### src/rtl/sfixed_pkg.sv
// Shared fixed-point helpers: Q-format widths, divider FSM states and
// saturation constants used by sfixed_div and the multiplier.
package sfixed_pkg;

    typedef enum logic [1:0] {
        IDLE,
        CALC,
        DONE
    } state_t;

    function automatic int sfixed_width(input int left, input int right);
        return left + right + 1;
    endfunction

    // Largest positive value of a w-bit two's complement number.
    function automatic logic [63:0] sat_pos(input int w);
        return (64'd1 << (w - 1)) - 64'd1;
    endfunction

    // Bit pattern of the most negative w-bit two's complement number.
    function automatic logic [63:0] sat_neg(input int w);
        return 64'd1 << (w - 1);
    endfunction

endpackage

### src/rtl/sfixed_div_core.sv
// Unsigned restoring division datapath: one quotient bit per clock.
// q_next/last expose the final quotient combinationally in the last cycle.
module sfixed_div_core #(
    parameter int ITER = 20,
    parameter int DW   = 12
)(
    input  logic            clk,
    input  logic            rst,
    input  logic            start,
    input  logic [ITER-1:0] n_in,
    input  logic [DW-1:0]   d_in,
    output logic            last,
    output logic [ITER-1:0] q_next
);

    localparam int CW = $clog2(ITER + 1);

    logic [ITER-1:0] n_sh;
    logic [ITER-1:0] q;
    logic [DW-1:0]   d_r;
    logic [DW-1:0]   rem;
    logic [CW-1:0]   cnt;
    logic            busy;
    logic [DW:0]     trial;
    logic [DW:0]     diff;
    logic            qbit;

    always_comb begin
        trial  = {rem, n_sh[ITER-1]};
        diff   = trial - {1'b0, d_r};
        qbit   = (trial >= {1'b0, d_r});
        q_next = {q[ITER-2:0], qbit};
        last   = busy && (cnt == '0);
    end

    // The remainder always stays below D, so it fits back into DW bits.
    always_ff @(posedge clk) begin
        if (rst) begin
            busy <= 1'b0;
            n_sh <= '0;
            q    <= '0;
            d_r  <= '0;
            rem  <= '0;
            cnt  <= '0;
        end else if (start) begin
            busy <= 1'b1;
            n_sh <= n_in;
            d_r  <= d_in;
            q    <= '0;
            rem  <= '0;
            cnt  <= CW'(ITER - 1);
        end else if (busy) begin
            n_sh <= n_sh << 1;
            rem  <= qbit ? diff[DW-1:0] : trial[DW-1:0];
            q    <= q_next;
            cnt  <= cnt - 1'b1;
            if (last)
                busy <= 1'b0;
        end
    end

endmodule

### src/rtl/sfixed_div.sv
// Iterative signed fixed-point divider out = a / b with valid/ready handshake.
// Define SFIXED_DIV_SAT_EN to saturate on overflow instead of wrapping.
module sfixed_div
    import sfixed_pkg::*;
#(
    parameter int A_LEFT    = 3,
    parameter int A_RIGHT   = 4,
    parameter int B_LEFT    = 3,
    parameter int B_RIGHT   = 4,
    parameter int OUT_LEFT  = 7,
    parameter int OUT_RIGHT = 8
)(
    input  logic                                          clk,
    input  logic                                          rst,
    input  logic                                          in_valid,
    output logic                                          in_ready,
    input  logic [sfixed_width(A_LEFT, A_RIGHT)-1:0]      a,
    input  logic [sfixed_width(B_LEFT, B_RIGHT)-1:0]      b,
    output logic                                          out_valid,
    input  logic                                          out_ready,
    output logic [sfixed_width(OUT_LEFT, OUT_RIGHT)-1:0]  out,
    output logic                                          overflow,
    output logic                                          div_zero
);

    localparam int AW   = sfixed_width(A_LEFT, A_RIGHT);
    localparam int BW   = sfixed_width(B_LEFT, B_RIGHT);
    localparam int OW   = sfixed_width(OUT_LEFT, OUT_RIGHT);
    localparam int ITER = AW + OUT_RIGHT + B_RIGHT;
    localparam int DW   = BW + A_RIGHT;
    localparam int EW   = ((ITER > OW) ? ITER : OW) + 1;

    state_t          state, state_n;
    logic            accept, start, b_zero;
    logic [AW-1:0]   a_mag;
    logic [BW-1:0]   b_mag;
    logic [ITER-1:0] n_in;
    logic [DW-1:0]   d_in;
    logic            core_last;
    logic [ITER-1:0] q_next;
    logic            neg_r;
    logic [EW-1:0]   q_ext, pos_lim;
    logic            ovf_c;
    logic [OW-1:0]   wrap_c, res_c;

    // Unsigned magnitudes keep the most negative operand exact.
    assign a_mag  = a[AW-1] ? -a : a;
    assign b_mag  = b[BW-1] ? -b : b;
    assign b_zero = (b == '0);
    assign n_in   = ITER'(a_mag) << (OUT_RIGHT + B_RIGHT);
    assign d_in   = DW'(b_mag) << A_RIGHT;

    sfixed_div_core #(
        .ITER (ITER),
        .DW   (DW)
    ) u_core (
        .clk    (clk),
        .rst    (rst),
        .start  (start),
        .n_in   (n_in),
        .d_in   (d_in),
        .last   (core_last),
        .q_next (q_next)
    );

    always_ff @(posedge clk) begin
        if (rst)
            state <= IDLE;
        else
            state <= state_n;
    end

    always_comb begin
        state_n = state;
        case (state)
            IDLE: if (accept) state_n = b_zero ? DONE : CALC;
            CALC: if (core_last) state_n = DONE;
            DONE: if (out_ready) state_n = IDLE;
            default: state_n = IDLE;
        endcase
    end

    always_comb begin
        in_ready  = (state == IDLE) && !rst;
        out_valid = (state == DONE);
        accept    = in_valid && in_ready;
        start     = accept && !b_zero;
    end

    // A negative result may reach one step further than a positive one.
    always_comb begin
        q_ext   = EW'(q_next);
        pos_lim = EW'(sat_pos(OW));
        ovf_c   = neg_r ? (q_ext > pos_lim + EW'(1)) : (q_ext > pos_lim);
        wrap_c  = neg_r ? OW'(-q_ext) : OW'(q_ext);
        res_c   = wrap_c;
`ifdef SFIXED_DIV_SAT_EN
        if (ovf_c)
            res_c = neg_r ? OW'(sat_neg(OW)) : OW'(sat_pos(OW));
`endif
    end

    always_ff @(posedge clk) begin
        if (rst) begin
            neg_r    <= 1'b0;
            out      <= '0;
            overflow <= 1'b0;
            div_zero <= 1'b0;
        end else if (accept) begin
            neg_r <= a[AW-1] ^ b[BW-1];
            if (b_zero) begin
                out      <= a[AW-1] ? OW'(sat_neg(OW)) : OW'(sat_pos(OW));
                overflow <= 1'b1;
                div_zero <= 1'b1;
            end
        end else if ((state == CALC) && core_last) begin
            out      <= res_c;
            overflow <= ovf_c;
            div_zero <= 1'b0;
        end
    end

endmodule

### config.mk
export PLATFORM = sky130hd
export DESIGN_NAME = sfixed_div
export DESIGN_NICKNAME = d
export VERILOG_FILES = /design/src/rtl/sfixed_pkg.sv /design/src/rtl/sfixed_div_core.sv /design/src/rtl/sfixed_div.sv
export SDC_FILE = /design/constraint.sdc
export NUM_CORES = 1
export LEC_CHECK = 0
export BUFFER_PORTS_ARGS = -buffer_cell sky130_fd_sc_hd__buf_2
export CAP_MARGIN = 5
export CORE_ASPECT_RATIO = 0.9
export CORE_MARGIN = 4
export CORE_UTILIZATION = 25
export DETAILED_ROUTE_END_ITERATION = 8
export PLACE_DENSITY_LB_ADDON = 0.15
export SLEW_MARGIN = 40
export SYNTH_ARGS = -nofsm -noshare
export SYNTH_HDL_FRONTEND = slang
export SYNTH_SLANG_ARGS = --single-unit
### constraint.sdc
create_clock -name clk -period 2.6 [get_ports clk]
set_input_delay 0.13 -clock clk [delete_from_list [all_inputs] [get_ports clk]]
set_output_delay 0.13 -clock clk [all_outputs]
set_load 0.01 [all_outputs]
==> metrics.txt <==
# TYPE chip_impl_metric gauge
chip_impl_info{name="status",value="complete, no violations"} 1
chip_impl_metric{name="synthesis.yosys.warnings",unit=""} 0
chip_impl_metric{name="synth-seq-cells",unit=""} 74
chip_impl_metric{name="clk_pin_slew",unit="ns"} 0.06
chip_impl_metric{name="place_worst_setup_slack",unit="ns"} -0.114
chip_impl_metric{name="ant_nets",unit=""} 0
chip_impl_info{name="grt_setup_unrepaired",value="yes"} 1
chip_impl_metric{name="final_design_area_no_fill",unit="µm²"} 5160
chip_impl_metric{name="clock.fmax",unit="MHz"} 400
chip_impl_metric{name="standard_cell_rows",unit=""} 43
chip_impl_metric{name="max_cap_viol_count",unit=""} 0
chip_impl_metric{name="postLayoutSetupSlackWorst",unit="ns"} 0.101
chip_impl_metric{name="syn-instance-count",unit=""} 476
chip_impl_metric{name="synth_fp_nets",unit=""} 510
chip_impl_metric{name="finish.net_count",unit=""} 581
chip_impl_info{name="reg2reg_to",value="out[13]"} 1
chip_impl_metric{name="timing.reg2reg.setup_slack",unit="ns"} 0.10
chip_impl_metric{name="edff_count_synth",unit=""} 0
chip_impl_metric{name="die_area",unit="µm²"} 17900
chip_impl_metric{name="skew",unit="ns"} 0.00829
chip_impl_metric{name="place.detailed.hpwl",unit="mm"} 8.06
chip_impl_metric{name="first_global_vias",unit=""} 3579
chip_impl_metric{name="leakage",unit="nW"} 2.05
chip_impl_metric{name="fin_crit_sh",unit="%"} 96.1
chip_impl_metric{name="path_max_fanout",unit=""} 3
chip_impl_metric{name="timing.hold.worst_path_depth",unit=""} 2
chip_impl_metric{name="power.ir.vdd_worst",unit="V"} 0.000330
chip_impl_metric{name="syn_area_per_cell",unit="µm²"} 8.30
chip_impl_info{name="rr_startpoint",value="u_core.d_r[10]"} 1
chip_impl_metric{name="grt_first_pass_wirelength",unit="mm"} 18.2
chip_impl_metric{name="grt.total_usage",unit="%"} 12.8
chip_impl_info{name="worst-setup-path-type",value="reg2reg"} 1
chip_impl_metric{name="timing.setup.tns",unit="ns"} 0
chip_impl_metric{name="post_route_cells_drive_above_1_share",unit="%"} 23.6
chip_impl_metric{name="n_antenna_cell",unit=""} 0
chip_impl_metric{name="postPlaceCellArea",unit="µm²"} 4650
chip_impl_metric{name="fp.dieH",unit="µm"} 127
chip_impl_info{name="crit_slowest_cell",value="sky130_fd_sc_hd__or4_1"} 1
chip_impl_metric{name="met2_length",unit="mm"} 5.08
chip_impl_metric{name="antenna_found_initial",unit=""} 0
chip_impl_metric{name="design.core.area",unit="µm²"} 15400
chip_impl_metric{name="post_layout_total_power",unit="mW"} 3.36
chip_impl_info{name="clock_tree.root_cell",value="sky130_fd_sc_hd__clkbuf_16"} 1
chip_impl_info{name="ys.flop_type",value="sky130_fd_sc_hd__dfxtp_1"} 1
chip_impl_metric{name="ioPinCount",unit=""} 40
chip_impl_metric{name="async_flop_share",unit="%"} 0
chip_impl_info{name="final_common_cell",value="sky130_fd_sc_hd__dfxtp_1"} 1
chip_impl_metric{name="route.detailed.drc",unit=""} 0
chip_impl_info{name="critical_path.startpoint_type",value="register"} 1
chip_impl_metric{name="grt_max_degree",unit=""} 35
chip_impl_info{name="hold_path.class",value="in2reg"} 1
chip_impl_metric{name="timing_max_transition_violations_final",unit=""} 0
chip_impl_metric{name="die_width",unit="µm"} 140
chip_impl_metric{name="drt_iter0_markers",unit=""} 183
chip_impl_info{name="highest-signal-layer",value="met4"} 1
chip_impl_metric{name="power-per-cell-area",unit="nW/µm²"} 651
chip_impl_metric{name="area_overhead_vs_synth",unit="%"} 30.6
chip_impl_metric{name="finalCriticalPeriod",unit="ns"} 2.50
chip_impl_metric{name="cp_slowest_stage_delay",unit="ns"} 0.49
chip_impl_metric{name="worst-endpoint-required",unit="ns"} 2.88
chip_impl_metric{name="dr.pass1.iters",unit=""} 4
chip_impl_info{name="cts_tree",value="built"} 1
chip_impl_metric{name="wl_met3",unit="µm"} 492
chip_impl_metric{name="finalHoldWorstSlack",unit="ns"} 0.0341
chip_impl_metric{name="post_drt_via_cell_ratio",unit=""} 4.76
chip_impl_metric{name="share_of_the_yosys_chip_area_belonging_to_registers",unit="%"} 37.5
chip_impl_metric{name="relative_slew_margins",unit="%"} 51.5
chip_impl_metric{name="insertion_delay",unit="ns"} 0.34
chip_impl_metric{name="drt-met1-wl",unit="mm"} 5.45
chip_impl_info{name="hold-path-endpoint",value="state[1]"} 1
chip_impl_metric{name="clkSinkCount",unit=""} 74
chip_impl_metric{name="r2r_cells",unit=""} 8
chip_impl_metric{name="clock_path_buffers",unit=""} 2
chip_impl_metric{name="worst-endpoint-arrival",unit="ns"} 2.78
chip_impl_metric{name="mappedNetlistArea",unit="µm²"} 3950
chip_impl_metric{name="starting_utilization_of_the_core_area",unit="%"} 25.6
chip_impl_metric{name="gr-total-overflow",unit=""} 0
chip_impl_metric{name="clock_buffer_count_from_cts",unit=""} 9
chip_impl_info{name="final_cell_mix",value="71 x sky130_fd_sc_hd__dfxtp_1, 61 x sky130_fd_sc_hd__nor2_1, 46 x sky130_fd_sc_hd__buf_4"} 1
chip_impl_metric{name="synth_cell_type_count",unit=""} 46
chip_impl_metric{name="finalSetupViolations",unit=""} 0
chip_impl_metric{name="cts.htree.levels",unit=""} 3
chip_impl_metric{name="place.port_buffers",unit=""} 39
chip_impl_metric{name="gp_congestion",unit=""} 0.788
chip_impl_info{name="hold_start",value="rst"} 1
chip_impl_info{name="crit_path_cell_trace",value="inv_1, ha_4, a21o_1, a2111o_1, buf_4, or4_4, or4_1, nand3_1"} 1
chip_impl_metric{name="routed_wire_length_per_instance",unit="µm"} 14.7
chip_impl_info{name="worst_setup_path_end_kind",value="register"} 1
chip_impl_metric{name="detailed_route_wl",unit="mm"} 11.1
chip_impl_metric{name="hold_viol_final",unit=""} 0
chip_impl_metric{name="via_count",unit=""} 3590
chip_impl_metric{name="tightestPinTransition",unit="ns"} 0.725
## power breakdown
group          internal (mW)  switching, mW  total, mW  leakage [nW]
clock network          0.766          0.485       1.25         0.149
registers               1.18         0.0405       1.22         0.602
logic                  0.433          0.458      0.891          1.30
## stage by stage
| stage | util, % | cells |
|---|---|---|
| finish | 33.4 | 754 |
| CTS | 32.3 | 752 |
| global route | 33.4 | 754 |
| detailed placement | 30.1 | 736 |
| floorplan | - | 476 |
| global placement | 30.1 | 736 |
## layout make-up
cell class / instances / area (µm²)
Clock buffer: 11 / 243
Clock inverter: 5 / 53.8
Fill cell: 1606 / 10300
Inverter: 23 / 86.3
Multi-Input combinational cell: 352 / 2470
Sequential cell: 74 / 1490
Tap cell: 202 / 253
Timing Repair Buffer: 87 / 572
## flip-flops by register name, summed over array words and instances (netlist names)
register	flops
u_core.d_r	8
u_core.n_sh	8
neg_r	1
u_core.q	19
out	16
u_core.rem	12
u_core.cnt	5
overflow	1
state	2
u_core.busy	1
div_zero	1
## how the worst max path moves through the flow
| stage | end | from | slack [ns] |
|---|---|---|---|
| floorplan | out[14] | u_core.d_r[10] | 0.02 |
| global placement | out[14] | u_core.d_r[7] | -0.05 |
| detailed placement | out[14] | u_core.d_r[10] | -0.11 |
| CTS | out[10] | u_core.d_r[10] | -0.003 |
| global route | out[14] | u_core.d_r[6] | -0.04 |
| finish | out[13] | u_core.d_r[10] | 0.10 |
## cell usage after synthesis, drive strengths merged (8+ instances only)
library cell / n / share of area (%)
a211oi: 16 / 3.0
a21oi: 36 / 4.6
buf: 8 / 0.82
clkbuf: 19 / 1.8
dfxtp: 74 / 38
ha: 13 / 4.1
inv: 23 / 2.2
mux2i: 31 / 7.9
nand2: 32 / 3.0
nand3: 12 / 1.5
nor2: 62 / 5.9
nor2b: 8 / 1.3
nor3: 15 / 1.9
o21ai: 20 / 2.5
o31ai: 9 / 1.7
or3: 9 / 1.4
xnor2: 19 / 4.2
xor2: 11 / 2.4
## routing by layer
layer | GRT usage (%) | vias up
met3 | 3.59 | 10
li1 | - | 1839
met1 | 17.0 | 1684
met4 | 3.30 | 0
met2 | 20.5 | 57
met5 | 0 | -
## kinds of logic (layout without fill, tap and decap cells)
| group | after synthesis | count (layout) | share of synthesized area, % |
|---|---|---|---|
| adders and majority gates | 14 | 14 | 4.63 |
| xor gates and xnor gates | 30 | 30 | 6.65 |
| AOI/OAI and AO/OA | 106 | 106 | 17.1 |
| buffers and inverters | 50 | 126 | 4.85 |
| and+or+nand+nor | 171 | 171 | 21.4 |
| DFF | 74 | 74 | 37.5 |
| muxes | 31 | 31 | 7.86 |
## worst max-delay path, delay by kind of cell (launching register included)
family	cells	cell delay, ns
DFF	1	0.33
and+or+nand+nor	3	1.03
adders and majority gates	1	0.23
AOI/OAI and AO/OA	2	0.63
buffers and inverters	2	0.22
## what timing repair did
action,in CTS,in global routing
pin swaps,0,6
resized for setup,7,20
hold buffers,0,0
endpoints found under the setup margin,9,11
buffers inserted,0,2
Note: power is estimated with default switching activity, not from simulation.
